===== src/rtl/subtraction_pkg.sv =====
// Shared definitions for the bit-serial subtractor: FSM state encoding and
// the default operand width.
package subtraction_pkg;

  // Default operand/result width in bits (legal range 2..32).
  localparam int SUB_WIDTH_DEFAULT = 8;

  // Controller states. Encoding is fixed so that decoded outputs stay stable
  // across tools and netlists.
  typedef enum logic [1:0] {
    ST_IDLE  = 2'd0,
    ST_SHIFT = 2'd1,
    ST_DONE  = 2'd2
  } state_t;

endpackage


===== src/rtl/serial_subtractor_if.sv =====
// Handshake and operand/result bundle between a controller (master) and the
// bit-serial subtractor (slave).
interface serial_subtractor_if
  import subtraction_pkg::*;
#(
  parameter int WIDTH = SUB_WIDTH_DEFAULT
);

  logic             i_start;
  logic [WIDTH-1:0] i_a;
  logic [WIDTH-1:0] i_b;
  logic             o_busy;
  logic             o_done;
  logic [WIDTH-1:0] o_diff;
  logic             o_borrow;
  logic             o_ovf;

  // Controller side: issues requests and operands, observes status/results.
  modport master (
    output i_start, i_a, i_b,
    input  o_busy, o_done, o_diff, o_borrow, o_ovf
  );

  // Subtractor side: accepts requests, produces status/results.
  modport slave (
    input  i_start, i_a, i_b,
    output o_busy, o_done, o_diff, o_borrow, o_ovf
  );

endinterface


===== src/rtl/full_subtractor.sv =====
// Single-bit full subtractor: computes a - b - borrow_in.
module full_subtractor (
  input  logic i_a,
  input  logic i_b,
  input  logic i_borrow,
  output logic o_diff,
  output logic o_borrow
);

  // Difference bit is the parity of the three inputs; a borrow is needed when
  // b exceeds a, or when they are equal and a borrow is already pending.
  assign o_diff   = i_a ^ i_b ^ i_borrow;
  assign o_borrow = (~i_a & i_b) | (~(i_a ^ i_b) & i_borrow);

endmodule


===== src/rtl/serial_subtractor.sv =====
// Bit-serial A - B, LSB first, one bit per clock through a single
// full-subtractor cell with a registered borrow. Results are published only
// on the completion edge; start/busy/done handshake towards the controller.
module serial_subtractor
  import subtraction_pkg::*;
#(
  parameter int WIDTH = SUB_WIDTH_DEFAULT
) (
  input  logic               i_clk,
  input  logic               i_reset,
  serial_subtractor_if.slave bus
);

  localparam int              CNT_W    = $clog2(WIDTH);
  localparam logic [CNT_W-1:0] LAST_BIT = CNT_W'(WIDTH - 1);

  state_t           state;
  state_t           state_nxt;

  // Operand shift registers; bit 0 feeds the subtractor cell each cycle.
  logic [WIDTH-1:0] sh_a;
  logic [WIDTH-1:0] sh_b;
  // Result bits produced so far; the final bit is merged in on the last edge,
  // so only WIDTH-1 bits ever need storing.
  logic [WIDTH-2:0] sh_res;
  logic [WIDTH-1:0] res_nxt;
  logic             borrow_q;
  logic [CNT_W-1:0] cnt;
  // Operand sign bits, kept for the overflow decision at completion.
  logic             a_msb;
  logic             b_msb;

  logic [WIDTH-1:0] diff_q;
  logic             borrow_out_q;
  logic             ovf_q;

  logic             bit_d;
  logic             bit_bout;
  logic             accept;
  logic             last_bit;

  full_subtractor u_full_subtractor (
    .i_a      (sh_a[0]),
    .i_b      (sh_b[0]),
    .i_borrow (borrow_q),
    .o_diff   (bit_d),
    .o_borrow (bit_bout)
  );

  // A request is only honoured when no operation is in flight.
  assign accept   = bus.i_start && ((state == ST_IDLE) || (state == ST_DONE));
  assign last_bit = (state == ST_SHIFT) && (cnt == LAST_BIT);
  assign res_nxt  = {bit_d, sh_res};

  // State register.
  always_ff @(posedge i_clk or posedge i_reset) begin
    if (i_reset) begin
      state <= ST_IDLE;
    end else begin
      state <= state_nxt;
    end
  end

  // Next-state logic: DONE lasts one cycle and can chain straight into SHIFT.
  always_comb begin
    state_nxt = state;
    case (state)
      ST_IDLE:  if (bus.i_start) state_nxt = ST_SHIFT;
      ST_SHIFT: if (cnt == LAST_BIT) state_nxt = ST_DONE;
      ST_DONE:  state_nxt = bus.i_start ? ST_SHIFT : ST_IDLE;
      default:  state_nxt = ST_IDLE;
    endcase
  end

  // Status outputs decoded from the registered state, so they are glitch-free
  // and mutually exclusive.
  always_comb begin
    bus.o_busy = (state == ST_SHIFT);
    bus.o_done = (state == ST_DONE);
  end

  // Serial datapath: load on accept, shift one bit per SHIFT cycle.
  always_ff @(posedge i_clk or posedge i_reset) begin
    if (i_reset) begin
      sh_a     <= '0;
      sh_b     <= '0;
      sh_res   <= '0;
      borrow_q <= 1'b0;
      cnt      <= '0;
      a_msb    <= 1'b0;
      b_msb    <= 1'b0;
    end else if (accept) begin
      sh_a     <= bus.i_a;
      sh_b     <= bus.i_b;
      a_msb    <= bus.i_a[WIDTH-1];
      b_msb    <= bus.i_b[WIDTH-1];
      borrow_q <= 1'b0;
      cnt      <= '0;
    end else if (state == ST_SHIFT) begin
      sh_a     <= {1'b0, sh_a[WIDTH-1:1]};
      sh_b     <= {1'b0, sh_b[WIDTH-1:1]};
      sh_res   <= res_nxt[WIDTH-1:1];
      borrow_q <= bit_bout;
      // Counter parks at the last index instead of wrapping.
      if (!last_bit) begin
        cnt <= cnt + 1'b1;
      end
    end
  end

  // Result registers: updated only on the completion edge so that partial
  // results are never visible. Overflow occurs when the operand signs differ
  // and the result sign disagrees with the minuend.
  always_ff @(posedge i_clk or posedge i_reset) begin
    if (i_reset) begin
      diff_q       <= '0;
      borrow_out_q <= 1'b0;
      ovf_q        <= 1'b0;
    end else if (last_bit) begin
      diff_q       <= res_nxt;
      borrow_out_q <= bit_bout;
      ovf_q        <= (a_msb != b_msb) && (bit_d != a_msb);
    end
  end

  assign bus.o_diff   = diff_q;
  assign bus.o_borrow = borrow_out_q;
  assign bus.o_ovf    = ovf_q;

endmodule


===== src/flat_wrapper.sv =====
// flat-port wrapper written by rule: the top's interface ports become plain ports
module serial_subtractor_flat import subtraction_pkg::*;
#(
  parameter int WIDTH = SUB_WIDTH_DEFAULT
)
  (i_clk, i_reset, bus_i_start, bus_i_a, bus_i_b, bus_o_busy, bus_o_done, bus_o_diff, bus_o_borrow, bus_o_ovf);
  serial_subtractor_if #(.WIDTH(WIDTH)) bus_i ();
  input  logic i_clk;
  input  logic i_reset;
  input wire logic [$bits(bus_i.i_start)-1:0] bus_i_start;
  input wire logic [$bits(bus_i.i_a)-1:0] bus_i_a;
  input wire logic [$bits(bus_i.i_b)-1:0] bus_i_b;
  output wire logic [$bits(bus_i.o_busy)-1:0] bus_o_busy;
  output wire logic [$bits(bus_i.o_done)-1:0] bus_o_done;
  output wire logic [$bits(bus_i.o_diff)-1:0] bus_o_diff;
  output wire logic [$bits(bus_i.o_borrow)-1:0] bus_o_borrow;
  output wire logic [$bits(bus_i.o_ovf)-1:0] bus_o_ovf;
  assign bus_i.i_start = bus_i_start;
  assign bus_i.i_a = bus_i_a;
  assign bus_i.i_b = bus_i_b;
  assign bus_o_busy = bus_i.o_busy;
  assign bus_o_done = bus_i.o_done;
  assign bus_o_diff = bus_i.o_diff;
  assign bus_o_borrow = bus_i.o_borrow;
  assign bus_o_ovf = bus_i.o_ovf;
  serial_subtractor #(.WIDTH(WIDTH)) u_core (.i_clk(i_clk), .i_reset(i_reset), .bus(bus_i));
endmodule

===== config.mk =====
export PLATFORM = sky130hd
export DESIGN_NAME = serial_subtractor_flat
export DESIGN_NICKNAME = d
export VERILOG_FILES = /design/src/rtl/subtraction_pkg.sv /design/src/rtl/serial_subtractor_if.sv /design/src/rtl/full_subtractor.sv /design/src/rtl/serial_subtractor.sv /design/src/flat_wrapper.sv
export SDC_FILE = /design/constraint.sdc
export NUM_CORES = 1
export LEC_CHECK = 0
export ABC_AREA = 1
export BUFFER_PORTS_ARGS = -buffer_cell sky130_fd_sc_hd__buf_4
export CAP_MARGIN = 5
export CELL_PAD_IN_SITES_DETAIL_PLACEMENT = 2
export CELL_PAD_IN_SITES_GLOBAL_PLACEMENT = 2
export CORE_MARGIN = 5
export CORE_UTILIZATION = 33
export DETAILED_ROUTE_END_ITERATION = 16
export PLACE_DENSITY_LB_ADDON = 0.25
export SETUP_SLACK_MARGIN = 0.1
export SLEW_MARGIN = 20
export SYNTH_ARGS = -nofsm -noshare
export SYNTH_HDL_FRONTEND = slang
export SYNTH_HIERARCHICAL = 1
export SYNTH_SLANG_ARGS = --single-unit

===== constraint.sdc =====
create_clock -name i_clk -period 1.86 [get_ports i_clk]
set_clock_uncertainty 0.2 [all_clocks]
set_input_delay 0.186 -clock i_clk [delete_from_list [all_inputs] [get_ports i_clk]]
set_output_delay 0.186 -clock i_clk [all_outputs]
set_load 0.005 [all_outputs]

==> results of run 1 <==
## worst max path at each step
| stage | end | slack [ns] | from | cells past startpoint |
|---|---|---|---|---|
| 3_3_place_gp | u_core/cnt[1] | 0.33 | u_core/cnt[0] | 7 |
| 5_1_grt | u_core/bus.o_ovf | 0.16 | u_core/cnt[0] | 6 |
| 6_report | u_core/cnt[0] | 0.26 | u_core/cnt[0] | 7 |
| 4_1_cts | u_core/cnt[0] | 0.21 | u_core/cnt[0] | 7 |
| 3_5_place_dp | u_core/cnt[0] | 0.24 | u_core/cnt[0] | 7 |
| 2_1_floorplan | u_core/bus.o_ovf | 0.39 | u_core/sh_a[0] | 6 |
## metal layers
metal  GRT usage  up-vias  part of all wire
li1            -      781                 -
met1       0.175      786              0.44
met2       0.251       23              0.51
met3      0.0390        9             0.037
met4      0.0467        0             0.016
met5           0        -                 0
## power by group through the flow
stage / sequential [mW] / clock (mW) / combinational [mW]
floorplan: 1.49 / 0 / 1.18
global placement: 1.52 / 0 / 1.60
detailed placement: 1.54 / 0 / 1.66
CTS: 1.53 / 0.770 / 1.70
global route: 1.57 / 0.809 / 1.93
finish: 1.53 / 0.743 / 1.67
## synth_stat cells (all sizes together)
library cell  count  area share
nand3            27       0.070
o21ai            16       0.055
dfrtp            41        0.53
nand2            92        0.20
ha                2       0.013
buf               6       0.030
inv              39       0.078
fa                1       0.010
nor2              5       0.015
## worst register-to-register path: stages (launching register included)
cell and delay (ns):
dfrtp_1 0.41, ha_1 0.21, ha_1 0.23, inv_1 0.10, nand3_2 0.13, inv_1 0.13, nand2_1 0.06, nand2_1 0.06
## cell type report
class / count / area [um2] / share of cell area
tap: 75 / 93.8 / 0.0382
inverter: 39 / 151 / 0.0616
clock buffer: 7 / 86.3 / 0.0352
clock inverter: 1 / 30.0 / 0.0122
timing repair buffer: 44 / 355 / 0.145
multi-input combinational: 143 / 713 / 0.290
sequential: 41 / 1030 / 0.418
## state kept, by name, summed over array words and instances, names as in the netlist
register	flops
u_core/bus.o_borrow	1
u_core/cnt	3
u_core/bus.o_diff	8
u_core/a_msb	1
u_core/bus.o_ovf	1
u_core/sh_a	8
u_core/b_msb	1
u_core/state	2
u_core/sh_res	7
u_core/borrow_q	1
u_core/sh_b	8
## stage by stage
stage | utilization | worst slack, ns | power [mW] | area [um2] | cells
global route | 0.422 | 0.155 | 4.31 | 2460 | 350
global placement | 0.384 | 0.328 | 3.12 | 2230 | 332
floorplan | - | 0.386 | 2.67 | 1940 | 229
CTS | 0.421 | 0.210 | 4.00 | 2450 | 350
finish | 0.422 | 0.264 | 3.94 | 2460 | 350
detailed placement | 0.384 | 0.242 | 3.20 | 2230 | 332
## cell families (layout without fill, tap and decap cells)
kind of cell | count (synthesis) | in the layout | share of synthesized area
simple gates | 124 | 124 | 0.287
buf+inv | 45 | 91 | 0.108
flops | 41 | 41 | 0.528
compound gates | 16 | 16 | 0.0547
fa+ha+maj | 3 | 3 | 0.0232
## placed cells by master (no fill, tap or decap), drive strengths merged
cell and instances:
nand2 92, dfrtp 41, inv 39, buf 34, nand3 27, o21ai 16, dlygate4sd3 10, clkbuf 7
nor2 5, ha 2, bufinv 1, fa 1
## what timing repair did
action	in CTS	in global routing
endpoints found under the setup margin	0	2
buffers inserted	0	0
hold endpoints to repair	51	0
resized for setup	0	1
hold buffers	10	0
==> impl_results.md, run 1 <==
- Synth Cell Area: 1940 um2
- Fmax achieved: 0.626 GHz
- Slowest CP cell: dfrtp_1
- CTS max path bufs: 2
- Crit path required time: 1.90 ns
- Crit Path Class: reg2reg
- Syn-to-layout area delta: 26.4%
- Peak VDD IR: 0.000589 V
- Detailed-route DRC error count: 0
- Sw Share: 0.394
- Total track usage: 0.145
- R2r setup slk: 0.26 ns
- Sequential area share after synthesis: 0.528
- Hold Crit Class: in2reg
- Critical Path AT: 1.63 ns
- Cell family with most CP delay: adder cells
- Clk Latency, worst-skew pair: 0.29 ns
- Placement row count: 28
- TritonCTS clock tree: done
- GPL Wtd Cong: 0.738
- Pre-Repair DR Iteration Count: 2
- I/O Buffers: 30
- Crit. End Element: register
- Unrepaired setup endpoints after global routing: false
- Yosys reg bits: 41
- Logic pwr share: 0.424
- Post-route ant nets: 0
- Die Area: 7520 um2
- R2R depth: 7
- Period Utilization, post-route: 0.858
- Max Fanout on Critical Path: 5
- Die Y: 86.7 um
- MaxCap Viol Count: 0
- Starting DRT DRC Count: 13
- Psw: 1.55 mW
- Flop pwr share: 0.388
- Starting density of the core: 0.334
- Status: complete, no violations
- Largest net degree at the start of global routing: 42
- Root buf cell: clkbuf_8
- Initial antenna violation count: 0
- CTS sink count: 41
- Htree depth: 2
- WL per Instance: 14.1 um
- Layout cells sized above 1: 0.211
- Core Footprint: 5820 um2
- Hold path start: bus_i_a[3]
- Clock Pin Slew Worst Setup and Hold Paths: 0.08 ns
- Crit-path max cell delay: 0.41 ns
- Leakage: 1.35 nW
- Worst-margin pin slew: 0.525 ns
- Hold slack: 0.0192 ns
- Io pins: 31
- Nets@finish: 296
- Synth warnings: 6
- Pwr per Cell Area: 1600 nW/um2
- Via count: 1599
- First-pass GRT wire length: 8.36 mm
- Clock group share of total power: 0.189
- Max-slew violation count: 0
- Fin Setup TNS: 0 ns
- Slew headroom: 0.650
- Fillers: 689
- GR Overflow Total: 0
- Tmin final: 1.60 ns
- Drt via density: 4.57
- Post-Syn Area per Cell: 8.49 um2
- Crit-path cells: ha_1 > ha_1 > inv_1 > nand3_2 > inv_1 > nand2_1 > nand2_1
- Startpoint types: register
- Dpl hpwl: 3.35 mm
- Hold path endpoint: u_core/sh_a[3]
- RR Startpoint: u_core/cnt[0]
- Die width: 86.7 um
- Hold depth: 5
- Final hold vios: 0
- Net count after synthesis: 251
- Worst Path Buf+Inv: 2
- Library cells used by synthesis: 19
- Int Pwr: 2.39 mW
- # setup viols final: 0
- Total CTS buffers: 5
- ANT cells: 0
- Cells after Synth: 229
- Vias in the first global route: 1718
- Detailed Route WL: 4.92 mm
- FF-to-FF End: u_core/cnt[0]
Note: power is estimated with default switching activity, not from simulation.
==> run 2, diff against run 1 <==
Settings changed: GPL_TIMING_DRIVEN set to 0, MAX_ROUTING_LAYER set to met4.
==> run 2 against run 1 <==
  * Setup slack worse by 0.020 ns
  * Fmax fell by 1.2%
  * Die area is the same
  * First-iteration DRC count increased to 4.5 times the previous value
  * Register-to-register slack lost 0.02 ns
  * Cell area grew 0.20%
  * Routed wire length increased by 8.3%
  * Cell count grew 0.57%
  * Non-clock buffer count up 2
  * Sequential power is essentially flat
  * Core utilization is 0.086 points higher
==> impl_results.md, run 2 (synthesis results as in run 1) <==
- Status: complete, no violations
- Pwr per Cell Area: 1570 nW/um2 (-2.3%)
- Placed instance area: 2270 um2 (+1.8%)
- Period Utilization, post-route: 0.869 (+0.0108)
- GPL Wtd Cong: 0.685 (-7.1%)
- Crit-path cells: ha_1 > ha_1 > inv_1 > nand3_1 > inv_2 > nand2_1 > nand2_1
- Critical Path AT: 1.66 ns (+0.03 ns)
- Die Y: 86.7 um (unchanged)
- First-pass GRT wire length: 9.14 mm (+9.3%)
- Die width: 86.7 um (unchanged)
- Worst setup margin: 0.243 ns (-0.0201 ns)
- Syn-to-layout area delta: 26.7%
- Crit Path Class: reg2reg
- I/O Buffers: 29 (-3.3%)
- Final hold vios: 0 (unchanged)
- Most frequent cells in the layout: 88 x nand2_1, 41 x dfrtp_1, 34 x inv_1
- MaxCap Viol Count: 0 (unchanged)
- Detailed Route WL: 5.33 mm (+8.3%)
- Worst-margin pin slew: 0.514 ns (-0.0108 ns)
- Worst Path Buf+Inv: 2 (unchanged)
- Crit path depth: 7 (unchanged)
- Post-route ant nets: 0 (unchanged)
- Startpoint types: register
- Slew headroom: 0.657 (+0.00683)
- Crit. End Element: register
- Detailed-route DRC error count: 0 (unchanged)
- Hold depth: 5 (unchanged)
- Leakage: 1.34 nW (-0.19%)
- Max-slew violation count: 0 (unchanged)
- Io pins: 31 (unchanged)
- Starting density of the core: 0.334 (unchanged)
- # setup viols final: 0 (unchanged)
- Total track usage: 0.163 (+0.0176)
- Slowest CP cell: dfrtp_1
- Dpl hpwl: 3.68 mm (+9.6%)
- Placement row count: 28 (unchanged)
- GR Overflow Total: 0 (unchanged)
- Root buf cell: clkbuf_8
- ANT cells: 0 (unchanged)
- Vias in the first global route: 1900 (+11%)
- Core Footprint: 5820 um2 (unchanged)
- Starting DRT DRC Count: 58 (+45)
- Peak VDD IR: 0.000476 V (-19%)
- Hold Crit Class: in2reg
- Final instance area: 2460 um2 (+0.20%)
- Max Fanout on Critical Path: 5 (unchanged)
- Cell family with most CP delay: adder cells
- Fmax achieved: 0.619 GHz (-1.2%)
- CTS max path bufs: 2 (unchanged)
- Initial antenna violation count: 0 (unchanged)
- Layout cells sized above 1: 0.224 (+0.0129)
- Nets@finish: 298 (+0.68%)
- Via count: 1646 (+2.9%)
- WL per Instance: 15.1 um (+7.7%)
- R2R depth: 7 (unchanged)
- Total CTS buffers: 5 (unchanged)
- Crit path required time: 1.90 ns (about the same)
- Clk Latency, worst-skew pair: 0.30 ns (about the same)
- Drt via density: 4.68 (+2.4%)
- Pre-CTS WS: 0.215 ns (-0.0270 ns)
- Largest net degree at the start of global routing: 32 (-24%)
- Tmin final: 1.62 ns (+0.0201 ns)
- TritonCTS clock tree: done
- Htree depth: 2 (unchanged)
- Die Area: 7520 um2 (unchanged)
- Crit-path max cell delay: 0.41 ns (about the same)
- Unrepaired setup endpoints after global routing: false
- Clock Pin Slew Worst Setup and Hold Paths: 0.08 ns (about the same)
- Pre-Repair DR Iteration Count: 4 (+2)
- Commonest non-fill, non-tap cell in the layout: nand2_1
- CTS sink count: 41 (unchanged)
run 2: cell types whose count changed in the layout (fill, tap and decap cells not counted), moves of 2 or more:
cell	before	now
buf_4	34	31
buf_6	0	2
clkinv_2	0	2
inv_1	36	34
inv_2	2	4
run 2: final cells by class:
type,count,area [um2]
multi-input combinational,143,708
timing repair buffer,40,338
clock inverter,3,17.5
sequential,41,1030
buffer,6,57.6
tap,75,93.8
fill,680,3350
clock buffer,5,68.8
inverter,39,151
run 2: path summary, 6_finish.rpt:
kind	startpoint	endpoint	slack (ns)
worst max register to register	u_core/cnt[0]	u_core/cnt[1]	0.24
min in group asynchronous	i_reset	u_core/bus.o_diff[3]	0.18
max in group asynchronous	i_reset	u_core/sh_b[5]	0.83
worst max-delay path	u_core/cnt[0]	u_core/cnt[1]	0.24
worst min register to register	u_core/bus.o_diff[0]	u_core/bus.o_diff[0]	0.29
worst min-delay path	bus_i_a[4]	u_core/sh_a[4]	0.02
run 2: stage by stage:
stage | setup TNS, ns | std cells | utilization | hold slack, ns | power (mW)
CTS | 0 | 352 | 0.423 | 0.0109 | 3.92
floorplan | 0 | 229 | - | 0.114 | 2.67
detailed placement | 0 | 334 | 0.391 | -0.0451 | 3.29
global route | 0 | 352 | 0.423 | 0.0565 | 4.21
global placement | -6.86 | 333 | 0.388 | 0.221 | 3.17
finish | 0 | 352 | 0.423 | 0.0167 | 3.86
run 2: per-layer routing:
layer | global-route usage | vias up | routed length [um]
met5 | - | - | 0
li1 | - | 785 | -
met2 | 0.300 | 23 | 2940
met1 | 0.174 | 830 | 2140
met3 | 0.0266 | 8 | 157
met4 | 0.0609 | 0 | 87
run 2: what timing repair did:
| item | in CTS | in global routing |
|---|---|---|
| hold endpoints to repair | 52 | 0 |
| hold buffers | 10 | 0 |
| endpoints found under the setup margin | 0 | 3 |
| gates resized for setup | 0 | 1 |
| setup buffers | 0 | 0 |
run 2: worst register-to-register path: stages, from the launching register on:
cell and delay [ns]:
dfrtp_1 0.41, ha_1 0.21, ha_1 0.23, inv_1 0.10, nand3_1 0.18, inv_2 0.12
nand2_1 0.06, nand2_1 0.06
run 2: report_power, final:
group	leakage, nW	switching (mW)	total [mW]	internal [mW]
clock network	0.0439	0.337	0.597	0.260
logic	0.783	1.04	1.74	0.696
registers	0.517	0.227	1.52	1.29
total	1.34	1.61	3.86	2.25
==> run 3, diff against run 2 <==
==> constraint.sdc (replaced) <==
create_clock -name i_clk -period 1.86 [get_ports i_clk]
set_clock_uncertainty 0.2 [all_clocks]
set_input_delay 0.093 -clock i_clk [delete_from_list [all_inputs] [get_ports i_clk]]
set_output_delay 0.093 -clock i_clk [all_outputs]
set_load 0.005 [all_outputs]
==> run 3 against run 2 <==
  * Via count up 2.7%
  * Core utilization up 1.4 points
  * Die area unchanged
  * Global-route usage up 0.66 points
  * Clock-buffer cell count unchanged
  * Largest cell class unchanged
==> impl_results.md, run 3 (synthesis results as in run 1) <==
- Die Y: 86.7 um (unchanged)
- Pre-Repair DR Iteration Count: 4 (unchanged)
- GR Overflow Total: 0 (unchanged)
- Root buf cell: clkbuf_8
- Clk Latency, worst-skew pair: 0.30 ns (about the same)
- Critical Path AT: 1.67 ns (about the same)
- Die width: 86.7 um (unchanged)
- Starting density of the core: 0.334 (unchanged)
- Htree depth: 2 (unchanged)
- Most frequent cells in the layout: 88 x nand2_1, 41 x dfrtp_1, 34 x inv_1
- MaxCap Viol Count: 0 (unchanged)
- Max-slew violation count: 0 (unchanged)
- Clock Pin Slew Worst Setup and Hold Paths: 0.09 ns (about the same)
- Layout cells sized above 1: 0.218 (-0.00628)
- Detailed-route DRC error count: 0 (unchanged)
- Storage element area: 1030 um2 (unchanged)
- Tmin final: 1.63 ns (+0.0168 ns)
- Slew headroom: 0.654 (-0.00306)
- CTS max path bufs: 2 (unchanged)
- Max Fanout on Critical Path: 5 (unchanged)
- Final instance area: 2540 um2 (+3.4%)
- Fmax achieved: 0.612 GHz (-1.0%)
- Starting DRT DRC Count: 53 (-8.6%)
- Die Area: 7520 um2 (unchanged)
- Dpl hpwl: 3.68 mm (unchanged)
- Total CTS buffers: 5 (unchanged)
- Non-Filler Instances: 361 (+2.6%)
- Post-route ant nets: 0 (unchanged)
- Commonest non-fill, non-tap cell in the layout: nand2_1
- First-pass GRT wire length: 9.44 mm (+3.2%)
- Final hold vios: 0 (unchanged)
- TritonCTS clock tree: done
- Initial antenna violation count: 1 (+1)
- Worst-margin pin slew: 0.518 ns (+0.00459 ns)
- Drt via density: 4.68 (+0.17%)
- Syn-to-layout area delta: 30.9%
- Crit Path Class: reg2reg
- WL per Instance: 15.6 um (+3.0%)
- Hold slack: 0.0869 ns (+0.0702 ns)
- Startpoint types: register
- Placed Instances: 334 (unchanged)
- Core Footprint: 5820 um2 (unchanged)
- Unrepaired setup endpoints after global routing: false
- Io pins: 31 (unchanged)
- Placement row count: 28 (unchanged)
- Footprint of the multi-input gates: 708 um2 (unchanged)
- Period Utilization, post-route: 0.878 (+0.00902)
- Fillers: 669 (-1.6%)
- Total track usage: 0.169 (+0.00657)
- CTS sink count: 41 (unchanged)
- Placed instance area: 2270 um2 (unchanged)
- Status: complete, no violations
- Peak VDD IR: 0.000483 V (+1.4%)
- Largest net degree at the start of global routing: 32 (unchanged)
- Detailed Route WL: 5.63 mm (+5.6%)
- I/O Buffers: 29 (unchanged)
- Crit path required time: 1.90 ns (about the same)
- GPL Wtd Cong: 0.685 (unchanged)
- Leakage: 1.38 nW (+2.5%)
- Via count: 1691 (+2.7%)
- Nets@finish: 306 (+2.7%)
- Hold Crit Class: in2async
- Crit. End Element: register
- Vias in the first global route: 1913 (+0.68%)
- Pwr per Cell Area: 1530 nW/um2 (-2.3%)
- # setup viols final: 0 (unchanged)
- Fin Setup TNS: 0 ns (unchanged)
[run 3: cell types whose count changed in the layout (fill, tap and decap cells not counted), sizes merged]
| cell | before | now |
|---|---|---|
| dlygate4sd3 | 10 | 18 |
| diode | 0 | 1 |
[run 3: final cells by class]
class / count / area share
clock inverters: 3 / 0.00689
multi-input cells: 143 / 0.278
plain buffers: 6 / 0.0226
inverters: 39 / 0.0595
repair buffers: 48 / 0.164
clock buffers: 5 / 0.0271
diodes: 1 / 0.000984
flip-flops and latches: 41 / 0.403
well taps: 75 / 0.0369
[run 3: layer usage]
| metal | share of wire | track usage |
|---|---|---|
| met1 | 0.40 | 0.184 |
| met2 | 0.55 | 0.307 |
| met3 | 0.032 | 0.0276 |
| met4 | 0.012 | 0.0652 |
| met5 | 0 | - |
[run 3: worst paths after layout]
check / from / end / slack (ns) / cells after the start
min: i_reset / u_core/bus.o_diff[3] / 0.09 / 3
min reg2reg: u_core/bus.o_diff[0] / u_core/bus.o_diff[0] / 0.29 / 2
max reg2reg: u_core/cnt[0] / u_core/cnt[1] / 0.23 / 7
min in group i_clk: u_core/bus.o_diff[0] / u_core/bus.o_diff[0] / 0.29 / 2
max: u_core/cnt[0] / u_core/cnt[1] / 0.23 / 7
max in group asynchronous: i_reset / u_core/sh_b[5] / 0.92 / 4
[run 3: critical path, stage by stage, from the launching register on]
cell     delay, ns
dfrtp_1       0.41
ha_1          0.21
ha_1          0.23
inv_1         0.10
nand3_1       0.19
inv_2         0.12
nand2_1       0.06
nand2_1       0.06
[run 3: per-stage QoR]
stage | total power, mW | util | worst slack [ns]
2_1_floorplan | 2.67 | - | 0.386
6_report | 3.89 | 0.437 | 0.227
4_1_cts | 3.94 | 0.437 | 0.188
3_3_place_gp | 3.17 | 0.388 | -0.0759
3_5_place_dp | 3.29 | 0.391 | 0.215
5_1_grt | 4.25 | 0.437 | 0.0956
[run 3: where the power goes]
| group | leakage [nW] | switching (mW) | internal [mW] |
|---|---|---|---|
| sequential | 0.517 | 0.230 | 1.29 |
| combinational | 0.817 | 1.07 | 0.707 |
| clock | 0.0439 | 0.336 | 0.260 |
| total | 1.38 | 1.63 | 2.26 |
[run 3: repair_timing]
action,CTS,global route
endpoints found under the hold margin,59,0
resized for setup,0,1
setup endpoints to repair,0,3
setup buffers,0,0
hold buffers,18,0
